File: config.mk
export PLATFORM = sky130hd
export DESIGN_NAME = div_12_flat
export DESIGN_NICKNAME = d
export VERILOG_FILES = /design/src/rtl/div_12_if.sv /design/src/rtl/div_12.sv /design/src/flat_wrapper.sv
export SDC_FILE = /design/constraint.sdc
export NUM_CORES = 1
export LEC_CHECK = 0
export CORE_MARGIN = 2
export CORE_UTILIZATION = 42
export DETAILED_ROUTE_END_ITERATION = 6
export DONT_BUFFER_PORTS = 1
export PLACE_DENSITY = 0.56
export SYNTH_ARGS = -nofsm -noshare
export SYNTH_HDL_FRONTEND = slang
export SYNTH_SLANG_ARGS = --single-unit
File: constraint.sdc
create_clock -name clk_i -period 6.8 [get_ports clk_i]
set_clock_uncertainty 0.15 [all_clocks]
set_input_delay 1.36 -clock clk_i [delete_from_list [all_inputs] [get_ports clk_i]]
set_output_delay 1.36 -clock clk_i [all_outputs]
set_load 0.03 [all_outputs]
File: src/rtl/div_12_if.sv
// Operand/result bundle for div_12, shared by the divider and whoever feeds it.
// Handshake: operands transfer on a rising edge where valid_i=1 and ready_o=1; valid_o is a one-cycle result strobe.
interface div_12_if;
   logic        valid_i;
   logic        ready_o;
   logic [11:0] data_1_i;
   logic [11:0] data_2_i;
   logic        valid_o;
   logic [11:0] data_div_o;
   logic [1:0]  dbg_state;

   modport slave  (input  valid_i, data_1_i, data_2_i,
                   output ready_o, valid_o, data_div_o, dbg_state);
   modport master (output valid_i, data_1_i, data_2_i,
                   input  ready_o, valid_o, data_div_o, dbg_state);
endinterface

File: src/rtl/div_12.sv
// 12-bit float divider (1/5/6, bias 15): 8-step restoring mantissa division,
// fixed 10-cycle turnaround, truncating, with zero/overflow/underflow handling.
module div_12 (
   input  logic      clk_i,
   input  logic      rst_i,
   div_12_if.slave   bus
);

   typedef enum logic [1:0] {S_IDLE = 2'd0, S_DIV = 2'd1, S_NORM = 2'd2} state_t;

   state_t      r_state;
   state_t      w_next;
   logic        r_sign;
   logic [4:0]  r_ea;
   logic [4:0]  r_eb;
   logic [6:0]  r_b;
   logic [7:0]  r_r;
   logic [7:0]  r_q;
   logic [2:0]  r_cnt;
   logic [11:0] r_data;
   logic        r_valid;

   logic        w_accept;
   logic        w_ge;
   logic [7:0]  w_diff;
   logic        w_n;
   logic [5:0]  w_mant;
   logic [6:0]  w_exp;
   logic        w_exp_low;
   logic        w_exp_high;
   logic [11:0] w_result;

   assign w_accept = (r_state == S_IDLE) && bus.valid_i;

   always_ff @(posedge clk_i) begin
      if (rst_i) r_state <= S_IDLE;
      else       r_state <= w_next;
   end

   always_comb begin
      w_next = r_state;
      case (r_state)
         S_IDLE:  if (bus.valid_i) w_next = S_DIV;
         S_DIV:   if (r_cnt == 3'd7) w_next = S_NORM;
         S_NORM:  w_next = S_IDLE;
         default: w_next = S_IDLE;
      endcase
   end

   // r never exceeds 2B-1, so the 8-bit remainder cannot overflow on the shift.
   assign w_ge   = r_r >= {1'b0, r_b};
   assign w_diff = r_r - {1'b0, r_b};

   // q in (0.5, 2): a clear top bit means one extra normalising shift.
   assign w_n        = ~r_q[7];
   assign w_mant     = r_q[7] ? r_q[6:1] : r_q[5:0];
   assign w_exp      = {2'b00, r_ea} - {2'b00, r_eb} + 7'd15 - {6'd0, w_n};
   assign w_exp_low  = w_exp[6] || (w_exp == 7'd0);
   assign w_exp_high = !w_exp[6] && (w_exp >= 7'd31);

   always_comb begin
      w_result = {r_sign, w_exp[4:0], w_mant};
      if (r_eb == 5'd0)     w_result = {r_sign, 5'd31, 6'd0};
      else if (r_ea == 5'd0) w_result = 12'h000;
      else if (w_exp_low)   w_result = 12'h000;
      else if (w_exp_high)  w_result = {r_sign, 5'd31, 6'd0};
   end

   always_ff @(posedge clk_i) begin
      if (rst_i) begin
         r_sign  <= 1'b0;
         r_ea    <= 5'd0;
         r_eb    <= 5'd0;
         r_b     <= 7'd0;
         r_r     <= 8'd0;
         r_q     <= 8'd0;
         r_cnt   <= 3'd0;
         r_data  <= 12'h000;
         r_valid <= 1'b0;
      end else begin
         r_valid <= 1'b0;
         case (r_state)
            S_IDLE: begin
               if (w_accept) begin
                  r_sign <= bus.data_1_i[11] ^ bus.data_2_i[11];
                  r_ea   <= bus.data_1_i[10:6];
                  r_eb   <= bus.data_2_i[10:6];
                  r_b    <= {1'b1, bus.data_2_i[5:0]};
                  r_r    <= {2'b01, bus.data_1_i[5:0]};
                  r_q    <= 8'd0;
                  r_cnt  <= 3'd0;
               end
            end
            S_DIV: begin
               if (w_ge) begin
                  r_q <= r_q | (8'h80 >> r_cnt);
                  r_r <= w_diff << 1;
               end else begin
                  r_r <= r_r << 1;
               end
               r_cnt <= r_cnt + 3'd1;
            end
            S_NORM: begin
               r_data  <= w_result;
               r_valid <= 1'b1;
            end
            default: ;
         endcase
      end
   end

   assign bus.ready_o    = (r_state == S_IDLE);
   assign bus.valid_o    = r_valid;
   assign bus.data_div_o = r_data;
   assign bus.dbg_state  = r_state;

endmodule
File: src/flat_wrapper.sv
// flat-port wrapper written by rule: the top's interface ports become plain ports
module div_12_flat 
  (clk_i, rst_i, bus_valid_i, bus_data_1_i, bus_data_2_i, bus_ready_o, bus_valid_o, bus_data_div_o, bus_dbg_state);
  div_12_if bus_i ();
  input  logic clk_i;
  input  logic rst_i;
  input wire logic [$bits(bus_i.valid_i)-1:0] bus_valid_i;
  input wire logic [$bits(bus_i.data_1_i)-1:0] bus_data_1_i;
  input wire logic [$bits(bus_i.data_2_i)-1:0] bus_data_2_i;
  output wire logic [$bits(bus_i.ready_o)-1:0] bus_ready_o;
  output wire logic [$bits(bus_i.valid_o)-1:0] bus_valid_o;
  output wire logic [$bits(bus_i.data_div_o)-1:0] bus_data_div_o;
  output wire logic [$bits(bus_i.dbg_state)-1:0] bus_dbg_state;
  assign bus_i.valid_i = bus_valid_i;
  assign bus_i.data_1_i = bus_data_1_i;
  assign bus_i.data_2_i = bus_data_2_i;
  assign bus_ready_o = bus_i.ready_o;
  assign bus_valid_o = bus_i.valid_o;
  assign bus_data_div_o = bus_i.data_div_o;
  assign bus_dbg_state = bus_i.dbg_state;
  div_12 u_core (.clk_i(clk_i), .rst_i(rst_i), .bus(bus_i));
endmodule
==> impl_metrics.json, run 1 <==
{
  "ys_seq_elements": 52,
  "synth_top_flop_cell": "dfxtp_1",
  "yosys.cell_types.count": 58,
  "tightest_slew_ns": 0.942,
  "power_frac_clock": 0.233,
  "cts_made_buffers": 5,
  "ff2ff_path_depth": 14,
  "cts_tree": "built",
  "die-area_sq_um": 8180,
  "cp_slowest_cell": "or4_4",
  "start_util": 0.432,
  "hp-class": "reg2reg",
  "yosys_warnings": 0,
  "rsz0062_at_grt": "false",
  "cpPeakStageDelay_ns": 0.61,
  "gr-usage-all-layers": 0.175,
  "use_met3": 0.0376,
  "peakVddDrop_uv": 109,
  "antenna_found_initial": 0,
  "dp_cells": 464,
  "cp-start-kind": "register",
  "use_met1": 0.236,
  "via_per_inst": 5.30,
  "path_max_fanout": 5,
  "drt_iter0_drc": 64,
  "clk_pin_slew_ns": 0.11,
  "antenna_cells": 0,
  "ioPinCount": 43,
  "cts_root_buffer": "clkbuf_8",
  "chipWidth_um": 90.4,
  "clock_sinks": 52,
  "pwr-share-comb": 0.360,
  "period_needed_ns": 3.81,
  "path_class": "reg2reg",
  "p_sw_frac": 0.378,
  "multiInputGateArea_sq_um": 1940,
  "nNetsFinal": 424,
  "status": "completed",
  "final.setup.tns_ns": 0,
  "cp.required_ns": 6.84,
  "grt_first_pass_wirelength_mm": 11.7,
  "h-tree-depth": 2,
  "max_freq_ghz": 0.263,
  "fin_cells": 472,
  "drc_errors": 0,
  "avgRoutedWirePerCell_um": 14.6,
  "clockBufferDepth": 2,
  "clk_latency_ns": 0.31,
  "switchingPower_w": 0.000309,
  "cts_hold_buf": 0,
  "cts_setup_buffers": 0,
  "hold_viol": 0,
  "async_flop_share": 0,
  "syn_nets": 432,
  "gp_congestion": 0.800,
  "die_y_um": 90.4,
  "postSynthCellCount": 380,
  "postRouteAntennaNets": 0,
  "area_growth_pct": 5.15,
  "grt_pass1_vias": 2464,
  "grt.busiest_layer": "met2",
  "dp_hpwl_mm": 5.17,
  "synth_edf_count": 0,
  "reg2reg_to": "u_core.bus.data_div_o[8]",
  "firstDrtPassIters": 4,
  "powerDensity_nw_per_um2": 248,
  "via_count": 2502,
  "setup_violations": 0,
  "rrSetupSlack_ns": 2.99,
  "max_slew_margin": 0.370,
  "crit_arrival_ns": 3.85,
  "p_seq_frac": 0.406,
  "hold_end": "u_core.r_ea[0]",
  "n_fill_cell": 778,
  "hold_start": "u_core.r_ea[0]",
  "synth_area_sq_um": 3140,
  "synth.avg_cell_area_sq_um": 8.25,
  "grtUsageMet2": 0.283,
  "p_int_w": 0.000509,
  "rows": 31,
  "drive_gt1_frac": 0.0858,
  "cts_resized": 0,
  "drv_slew": 0,
  "seq_area_sq_um": 1040,
  "seq_area_frac_synth": 0.332,
  "port_buffers": 0,
  "crit_buf_inv": 3,
  "cpMostUsedCell": "inv_1",
  "crit_family": "simple AND/OR/NAND/NOR gates",
  "core_area_sq_um": 7250,
  "rr_startpoint": "u_core.r_eb[2]",
  "grt_max_degree": 45,
  "fin_crit_sh": 0.560,
  "p_leak_nw": 1.23,
  "min_path_cells": 2,
  "cp-end-kind": "register",
  "grt_overflow_total": 0,
  "crit_path_cell_trace": "inv_1, ha_1, a21oi_1, a21oi_1, or2_2, inv_1, ha_1, inv_1, nor2_1, a21oi_2, xnor2_1, or4_4, a21oi_4, a221oi_2",
  "wl_mm": 6.91,
  "drv_cap": 0
}
cells in the mapped netlist (3+ instances only):
cell type	instances	area [sq um]
nand2_1	56	210
dfxtp_1	52	1040
a21oi_1	44	220
inv_1	26	97.6
nor2_1	25	93.8
ha_1	23	288
clkbuf_1	12	45.0
nand3_1	11	55.1
o21a_1	11	82.6
o21ai_0	11	55.1
a211oi_1	9	67.6
o21ai_1	9	45.0
nor2b_1	8	50.1
mux2_2	6	67.6
o31ai_1	5	37.5
nand3b_1	4	30.0
nor3_1	4	20.0
a221oi_2	3	45.0
a22oi_1	3	22.5
and3_1	3	18.8
nand2b_1	3	18.8
nor4_1	3	18.8
o211ai_1	3	22.5
or3_1	3	18.8
xor2_1	3	26.3
layout by cell type (no fill, tap or decap), drive strengths merged, types with 5 or more instances in the layout:
cell type,instances
inv,27
nand2,56
o21a,11
mux2,6
clkbuf,5
nand3,11
nand3b,5
nor2b,8
a21oi,46
o21ai,20
a211oi,10
ha,23
dfxtp,52
nor2,25
o31ai,5
flip-flops by register name (all words and copies together) (netlist names), 2 cells and up:
| register | flops |
|---|---|
| u_core.bus.data_div_o | 12 |
| u_core.bus.dbg_state | 2 |
| u_core.r_b | 7 |
| u_core.r_cnt | 3 |
| u_core.r_ea | 5 |
| u_core.r_eb | 5 |
| u_core.r_q | 8 |
| u_core.r_r | 8 |
worst max-delay path by stage:
stage	start	end	slack, ns	cells past startpoint
after floorplan	u_core.r_ea[0]	u_core.bus.data_div_o[9]	3.40	15
after global placement	u_core.r_eb[2]	u_core.bus.data_div_o[8]	3.09	14
after detailed placement	u_core.r_eb[2]	u_core.bus.data_div_o[8]	3.03	14
after CTS	u_core.r_eb[2]	u_core.bus.data_div_o[8]	2.99	14
after global routing	u_core.r_eb[2]	u_core.bus.data_div_o[6]	2.76	14
final	u_core.r_eb[2]	u_core.bus.data_div_o[8]	2.99	14
metrics by stage:
step / utilization / setup slack (ns) / area [sq um] / total power (W) / hold slack, ns
6_report: 0.455 / 2.99 / 3300 / 0.000817 / 0.304
5_1_grt: 0.455 / 2.76 / 3300 / 0.000870 / 0.324
4_1_cts: 0.455 / 2.99 / 3300 / 0.000826 / 0.305
3_5_place_dp: 0.442 / 3.03 / 3200 / 0.000632 / 0.290
3_3_place_gp: 0.442 / 3.09 / 3200 / 0.000631 / 0.290
2_1_floorplan: - / 3.40 / 3140 / 0.000581 / 0.285
per-layer routing:
layer | vias up | share of wire | wire length (um)
met2 | 41 | 0.45 | 3090
met5 | - | 0 | 0
li1 | 1326 | - | -
met3 | 6 | 0.038 | 265
met1 | 1129 | 0.50 | 3480
met4 | 0 | 0.010 | 70
kinds of logic after synthesis:
family	share of synthesized area
fa+ha+maj	0.108
xor+xnor	0.0303
flops	0.332
compound gates	0.253
simple gates	0.199
mux	0.0279
buf+inv	0.0495
layout make-up:
type / instances / share of cell area
multi-input combinational: 287 / 0.588
sequential: 52 / 0.316
tap: 99 / 0.0376
inverter: 26 / 0.0296
clock buffer: 5 / 0.0209
clock inverter: 3 / 0.00797
worst reg2reg max path: cells and delay by family, from the launching register on:
family,cells,cell delay (ns)
simple gates,3,1.03
flops,1,0.37
compound gates,5,0.95
xor+xnor,1,0.16
fa+ha+maj,2,0.71
buf+inv,3,0.30
power by group through the flow:
stage | sequential [W] | clock, W | combinational [W]
CTS | 0.000332 | 0.000199 | 0.000295
global placement | 0.000339 | 0 | 0.000292
detailed placement | 0.000339 | 0 | 0.000293
floorplan | 0.000334 | 0 | 0.000247
global route | 0.000334 | 0.000206 | 0.000330
finish | 0.000332 | 0.000191 | 0.000294
No activity file was read; power rests on OpenSTA's default activity.
==> run 2, diff against run 1 <==
ABC_AREA = 1   (was unset)
PLACE_DENSITY = 0.59   (was 0.56)
clock period = 3.25 ns   (was 6.8 ns; I/O delays follow)
==> run 2 against run 1 <==
Effect of this change: critical path depth is 4 higher; cell count increased by 6.1%; clock power grew 110%; largest cell class unchanged.
==> impl_metrics.json, run 2 <==
{
  "ioPinCount": 43,
  "drt_iter0_drc": 56,
  "seq_area_frac_synth": 0.353,
  "gr-usage-all-layers": 0.178,
  "n_fill_cell": 721,
  "synthTopCellsByCount": "63 x nand2_1, 57 x inv_1, 52 x dfxtp_1, 40 x nand3_1, 35 x a21oi_1",
  "yosys_warnings": 0,
  "cts_root_buffer": "clkbuf_8",
  "core_area_sq_um": 6790,
  "via_count": 2506,
  "min_path_cells": 1,
  "cpMostUsedCell": "nand2_1",
  "crit_buf_inv": 3,
  "powerDensity_nw_per_um2": 578,
  "status": "completed",
  "antenna_cells": 0,
  "rsz0062_at_grt": "false",
  "yosysTopAreaCell": "dfxtp_1",
  "h-tree-depth": 2,
  "synth_top_flop_cell": "dfxtp_1",
  "fin_util": 0.462,
  "clock_sinks": 52,
  "grt_first_pass_wirelength_mm": 10.8,
  "port_buffers": 0,
  "largest_register_ffs": 12,
  "cts_made_buffers": 5,
  "crit_arrival_ns": 3.06,
  "ys_seq_elements": 52,
  "async_flop_share": 0,
  "path_max_fanout": 5,
  "drive_gt1_frac": 0.0938,
  "cpPeakStageDelay_ns": 0.37,
  "die_y_um": 87.8,
  "grt_max_degree": 27,
  "path_class": "reg2reg",
  "worst_slack_ns": 0.302,
  "yosys.cell_types.count": 33,
  "drv_slew": 0,
  "clk_pin_slew_ns": 0.11,
  "postSynthCellCount": 405,
  "dp_hpwl_mm": 4.89,
  "firstDrtPassIters": 5,
  "crit_path_cell_trace": "inv_1, ha_1, fa_2, inv_1, nand2_1, nand2_1, a21oi_1, xnor2_1, ha_1, a21oi_1, nand3_1, nand2_1, inv_1, nand3_1, nand2_1, nand2_2, nand3_1, a21oi_1",
  "drc_errors": 0,
  "synth.avg_cell_area_sq_um": 7.28,
  "syn_nets": 457,
  "cp.required_ns": 3.36,
  "antenna_found_initial": 0,
  "wl_mm": 6.37,
  "gp_congestion": 0.799,
  "setup_violations": 0,
  "cts_setup_buffers": 0,
  "area_growth_pct": 6.58,
  "clk_latency_ns": 0.31,
  "fin_crit_sh": 0.907,
  "period_needed_ns": 2.95,
  "synth_edf_count": 0,
  "final_cell_mix": "63 x nand2_1, 57 x inv_1, 52 x dfxtp_1",
  "hold_viol": 0,
  "ff2ff_path_depth": 18,
  "chipWidth_um": 87.8,
  "cp-end-kind": "register",
  "cp_slowest_cell": "fa_2",
  "grt_overflow_total": 0,
  "pre_cts_slack_ns": 0.267,
  "max_slew_margin": 0.548,
  "cp-start-kind": "register",
  "avgRoutedWirePerCell_um": 12.7,
  "layout_commonest_cell": "nand2_1",
  "p_leak_nw": 1.33,
  "hp-class": "in2reg",
  "cp_num_cells": 18,
  "clockBufferDepth": 2,
  "yosysMostFrequentCell": "nand2_1",
  "final.setup.tns_ns": 0,
  "max_freq_ghz": 0.339,
  "nNetsFinal": 456,
  "start_util": 0.434,
  "tightest_slew_ns": 0.676,
  "drv_cap": 0,
  "yosys.area.top_type_share": 0.353,
  "crit_family": "adder cells",
  "postRouteAntennaNets": 0,
  "die-area_sq_um": 7700,
  "yosys-top-cells-area": "dfxtp_1 35%, ha_1 9.8%, nand2_1 8.0%",
  "peakVddDrop_uv": 185,
  "rows": 30,
  "grt_pass1_vias": 2383,
  "totalPowerFinal_w": 0.00181,
  "cts_tree": "built",
  "via_per_inst": 5.00,
  "synth_area_sq_um": 2950
}
run 2: cell count changes in the layout (fill, tap and decap cells not counted), sizes merged, moves of 5 or more:
cell	delta
a21oi	-7
clkinv	+5
inv	+34
mux2	-6
nand2	+19
nand3	+32
nand3b	-5
nor2	+7
nor2b	-8
o21a	-11
o21ai	+17
o31ai	-5
run 2: cell type report:
cell class	instances	area [sq um]	area share
Multi-Input combinational cell	279	1630	0.519
Sequential cell	52	1040	0.331
Inverter	64	240	0.0765
Tap cell	96	120	0.0382
Clock buffer	5	68.8	0.0219
Clock inverter	3	27.5	0.00876
Timing Repair Buffer	2	15.0	0.00478
run 2: through the flow:
step / cells / instance area, sq um / hold WS, ns
after floorplan: 405 / 2950 / 0.286
after global placement: 493 / 3040 / 0.298
after detailed placement: 493 / 3040 / 0.303
after CTS: 501 / 3140 / 0.217
after global routing: 501 / 3140 / 0.212
final: 501 / 3140 / 0.229
run 2: repair_timing:
item / CTS / global route
hold buffers: 0 / 0
setup endpoints to repair: 0 / 1
resized for setup: 0 / 1
run 2: kinds of logic (layout without fill, tap and decap cells):
kind of cell | count (synthesis) | after routing | share of synthesized area
compound gates | 92 | 92 | 0.180
xor+xnor | 6 | 6 | 0.0178
fa+ha+maj | 25 | 25 | 0.111
buf+inv | 74 | 74 | 0.0951
flops | 52 | 52 | 0.353
simple gates | 156 | 156 | 0.243
run 2: worst register-to-register path, stage by stage (launching register included):
cell	delay, ns
dfxtp_1	0.32
inv_1	0.06
ha_1	0.22
fa_2	0.37
inv_1	0.08
nand2_1	0.11
nand2_1	0.08
a21oi_1	0.07
xnor2_1	0.13
ha_1	0.35
a21oi_1	0.20
nand3_1	0.10
nand2_1	0.09
inv_1	0.06
nand3_1	0.07
nand2_1	0.09
nand2_2	0.11
nand3_1	0.10
a21oi_1	0.15
run 2: path summary, 6_finish.rpt:
check | start | endpoint | slack (ns)
max reg2reg | u_core.r_ea[0] | u_core.bus.data_div_o[8] | 0.30
max | u_core.r_ea[0] | u_core.bus.data_div_o[8] | 0.30
min reg2reg | u_core.r_b[6] | u_core.r_b[6] | 0.32
min | rst_i | u_core.bus.data_div_o[6] | 0.23
run 2: routing by layer:
layer / global-route usage / vias to the layer above / routed length [um]
met5: 0 / - / 0
met4: 0.0503 / 0 / 75
met3: 0.0386 / 7 / 286
met2: 0.309 / 46 / 2990
met1: 0.222 / 1127 / 3020
li1: - / 1326 / -
run 2: where the power goes:
part	internal (W)	leakage (nW)	switching, W
Sequential	0.000675	0.425	0.0000340
Clock	0.000159	0.0463	0.000237
Combinational	0.000255	0.858	0.000456
Total	0.00109	1.33	0.000726
==> run 3, diff against run 2 <==
PLACE_DENSITY = unset   (was 0.59)
PLACE_DENSITY_LB_ADDON = 0.25   (was unset)
SLEW_MARGIN = 10   (was unset)
clock period = 3.8 ns   (was 3.25 ns; I/O delays follow)
==> run 3 against run 2 <==
Effect of this change: sequential power is 14% lower; hold slack better by 0.084 ns; die area stayed put; cell count stayed put; setup slack better by 0.52 ns; via count is 1.4% lower; critical endpoint unchanged; sequential share of layout area is 0.053 points higher; fmax is 0.98% lower; wire length is 4.5% lower; critical path depth stayed put; non-clock buffer count stayed put.
==> impl_metrics.json, run 3 (same netlist as run 2, synthesis figures left out) <==
{
  "postRouteAntennaNets": 0,
  "drv_cap": 0,
  "ff2ff_path_depth": 18,
  "min_path_cells": 2,
  "worst_slack_ns": 0.823,
  "rr_startpoint": "u_core.r_ea[0]",
  "clk_latency_ns": 0.30,
  "die-area_sq_um": 7700,
  "peakVddDrop_uv": 256,
  "drt_iter0_drc": 79,
  "die_y_um": 87.8,
  "tightest_slew_ns": 0.640,
  "clock_sinks": 52,
  "powerDensity_nw_per_um2": 489,
  "p_int_w": 0.000943,
  "path_max_fanout": 5,
  "cts_tree": "built",
  "switchingPower_w": 0.000593,
  "core_area_sq_um": 6790,
  "drv_slew": 0,
  "hold_start": "u_core.r_r[7]",
  "cts_root_buffer": "clkbuf_8",
  "p_leak_nw": 1.33,
  "cp-start-kind": "register",
  "wl_mm": 6.09,
  "firstDrtPassIters": 5,
  "period_needed_ns": 2.98,
  "antenna_found_initial": 0,
  "fin_util": 0.462,
  "h-tree-depth": 2,
  "setup_violations": 0,
  "drc_errors": 0,
  "cp_num_cells": 18,
  "area_growth_pct": 6.41,
  "via_per_inst": 4.93,
  "cts_made_buffers": 5,
  "nNetsFinal": 456,
  "rsz0062_at_grt": "false",
  "start_util": 0.434,
  "drive_gt1_frac": 0.0889,
  "hp-class": "reg2reg",
  "largest_register_ffs": 12,
  "pwr-share-comb": 0.392,
  "port_buffers": 0,
  "final.setup.tns_ns": 0,
  "p_seq_frac": 0.396,
  "p_sw_frac": 0.386,
  "pre_cts_slack_ns": 0.845,
  "max_slew_margin": 0.572,
  "cts_setup_buffers": 0,
  "crit_start": "u_core.r_ea[0]",
  "final_cell_mix": "63 x nand2_1, 57 x inv_1, 52 x dfxtp_1",
  "via_count": 2472,
  "cts_resized": 0,
  "cts_hold_buf": 0,
  "cp-end-kind": "register",
  "cp.required_ns": 3.89,
  "grt_overflow_total": 0,
  "clk_pin_slew_ns": 0.09,
  "cp_slowest_cell": "fa_1",
  "fin_cells": 501,
  "hold_viol": 0,
  "dp_hpwl_mm": 4.66,
  "grt_first_pass_wirelength_mm": 10.8,
  "crit_family": "adder cells",
  "path_class": "reg2reg",
  "avgRoutedWirePerCell_um": 12.1,
  "gp_congestion": 0.861,
  "rows": 30,
  "crit_arrival_ns": 3.06,
  "fin_crit_sh": 0.783,
  "max_freq_ghz": 0.336,
  "chipWidth_um": 87.8,
  "ioPinCount": 43,
  "cpPeakStageDelay_ns": 0.43,
  "clockBufferDepth": 2,
  "antenna_cells": 0,
  "layout_commonest_cell": "nand2_1",
  "cpMostUsedCell": "nand2_1",
  "power_frac_clock": 0.212,
  "status": "completed",
  "crit_path_cell_trace": "inv_1, ha_1, fa_1, inv_1, nand2_1, nand2_1, a21oi_1, xnor2_1, ha_1, a21oi_1, nand3_1, nand2_1, inv_1, nand3_1, nand2_1, nand2_2, nand3_1, a21oi_1",
  "grt_max_degree": 28,
  "dp_cells": 493,
  "grt_pass1_vias": 2405,
  "gr-usage-all-layers": 0.174,
  "n_fill_cell": 696,
  "crit_buf_inv": 3
}
-- run 3: cell types whose count changed in the layout (fill, tap and decap cells not counted), sizes merged --
| cell | before | now |
|---|---|---|
| inv | 61 | 60 |
| clkbuf | 5 | 7 |
| clkinv | 5 | 4 |
-- run 3: layout make-up --
type                       count  area, sq um  share of cell area
multi-input combinational    279         1630               0.519
sequential                    52         1040               0.332
inverter                      64          240              0.0766
tap                           96          120              0.0383
clock buffer                   7         86.3              0.0275
timing repair buffer           2         15.0             0.00479
clock inverter                 1         7.51             0.00239
-- run 3: worst register-to-register path: cells and delay by family (launching register included) --
family,cells,cell delay (ns)
adder cells (fa/ha/maj),3,1.00
XOR/XNOR,1,0.13
flip-flops,1,0.32
AO/OA/AOI/OAI,3,0.40
AND/OR/NAND/NOR,8,0.73
buffers and inverters,3,0.20
-- run 3: power by group through the flow --
| stage | Combinational, W | Sequential, W | Clock, W |
|---|---|---|---|
| 2_1_floorplan | 0.000513 | 0.000610 | 0 |
| 3_3_place_gp | 0.000593 | 0.000619 | 0 |
| 3_5_place_dp | 0.000600 | 0.000620 | 0 |
| 4_1_cts | 0.000604 | 0.000607 | 0.000335 |
| 5_1_grt | 0.000701 | 0.000612 | 0.000358 |
| 6_report | 0.000602 | 0.000607 | 0.000326 |
-- run 3: routing by layer --
metal	GRT usage	routed length, um	vias up
met4	0.0378	29	0
met2	0.301	2860	30
li1	-	-	1325
met1	0.224	3010	1115
met5	0	0	-
met3	0.0358	188	2
-- run 3: per-stage QoR --
stage	cell area [sq um]	total power (W)	hold slack, ns
2_1_floorplan	2950	0.00112	0.286
3_3_place_gp	3040	0.00121	0.299
3_5_place_dp	3040	0.00122	0.302
4_1_cts	3140	0.00155	0.316
5_1_grt	3140	0.00167	0.343
6_report	3140	0.00154	0.313
-- run 3: worst paths after layout --
check	end	slack [ns]
setup / recovery	u_core.bus.data_div_o[8]	0.82
hold / removal	u_core.r_r[7]	0.31
setup reg to reg	u_core.bus.data_div_o[8]	0.82
hold reg to reg	u_core.r_r[7]	0.31
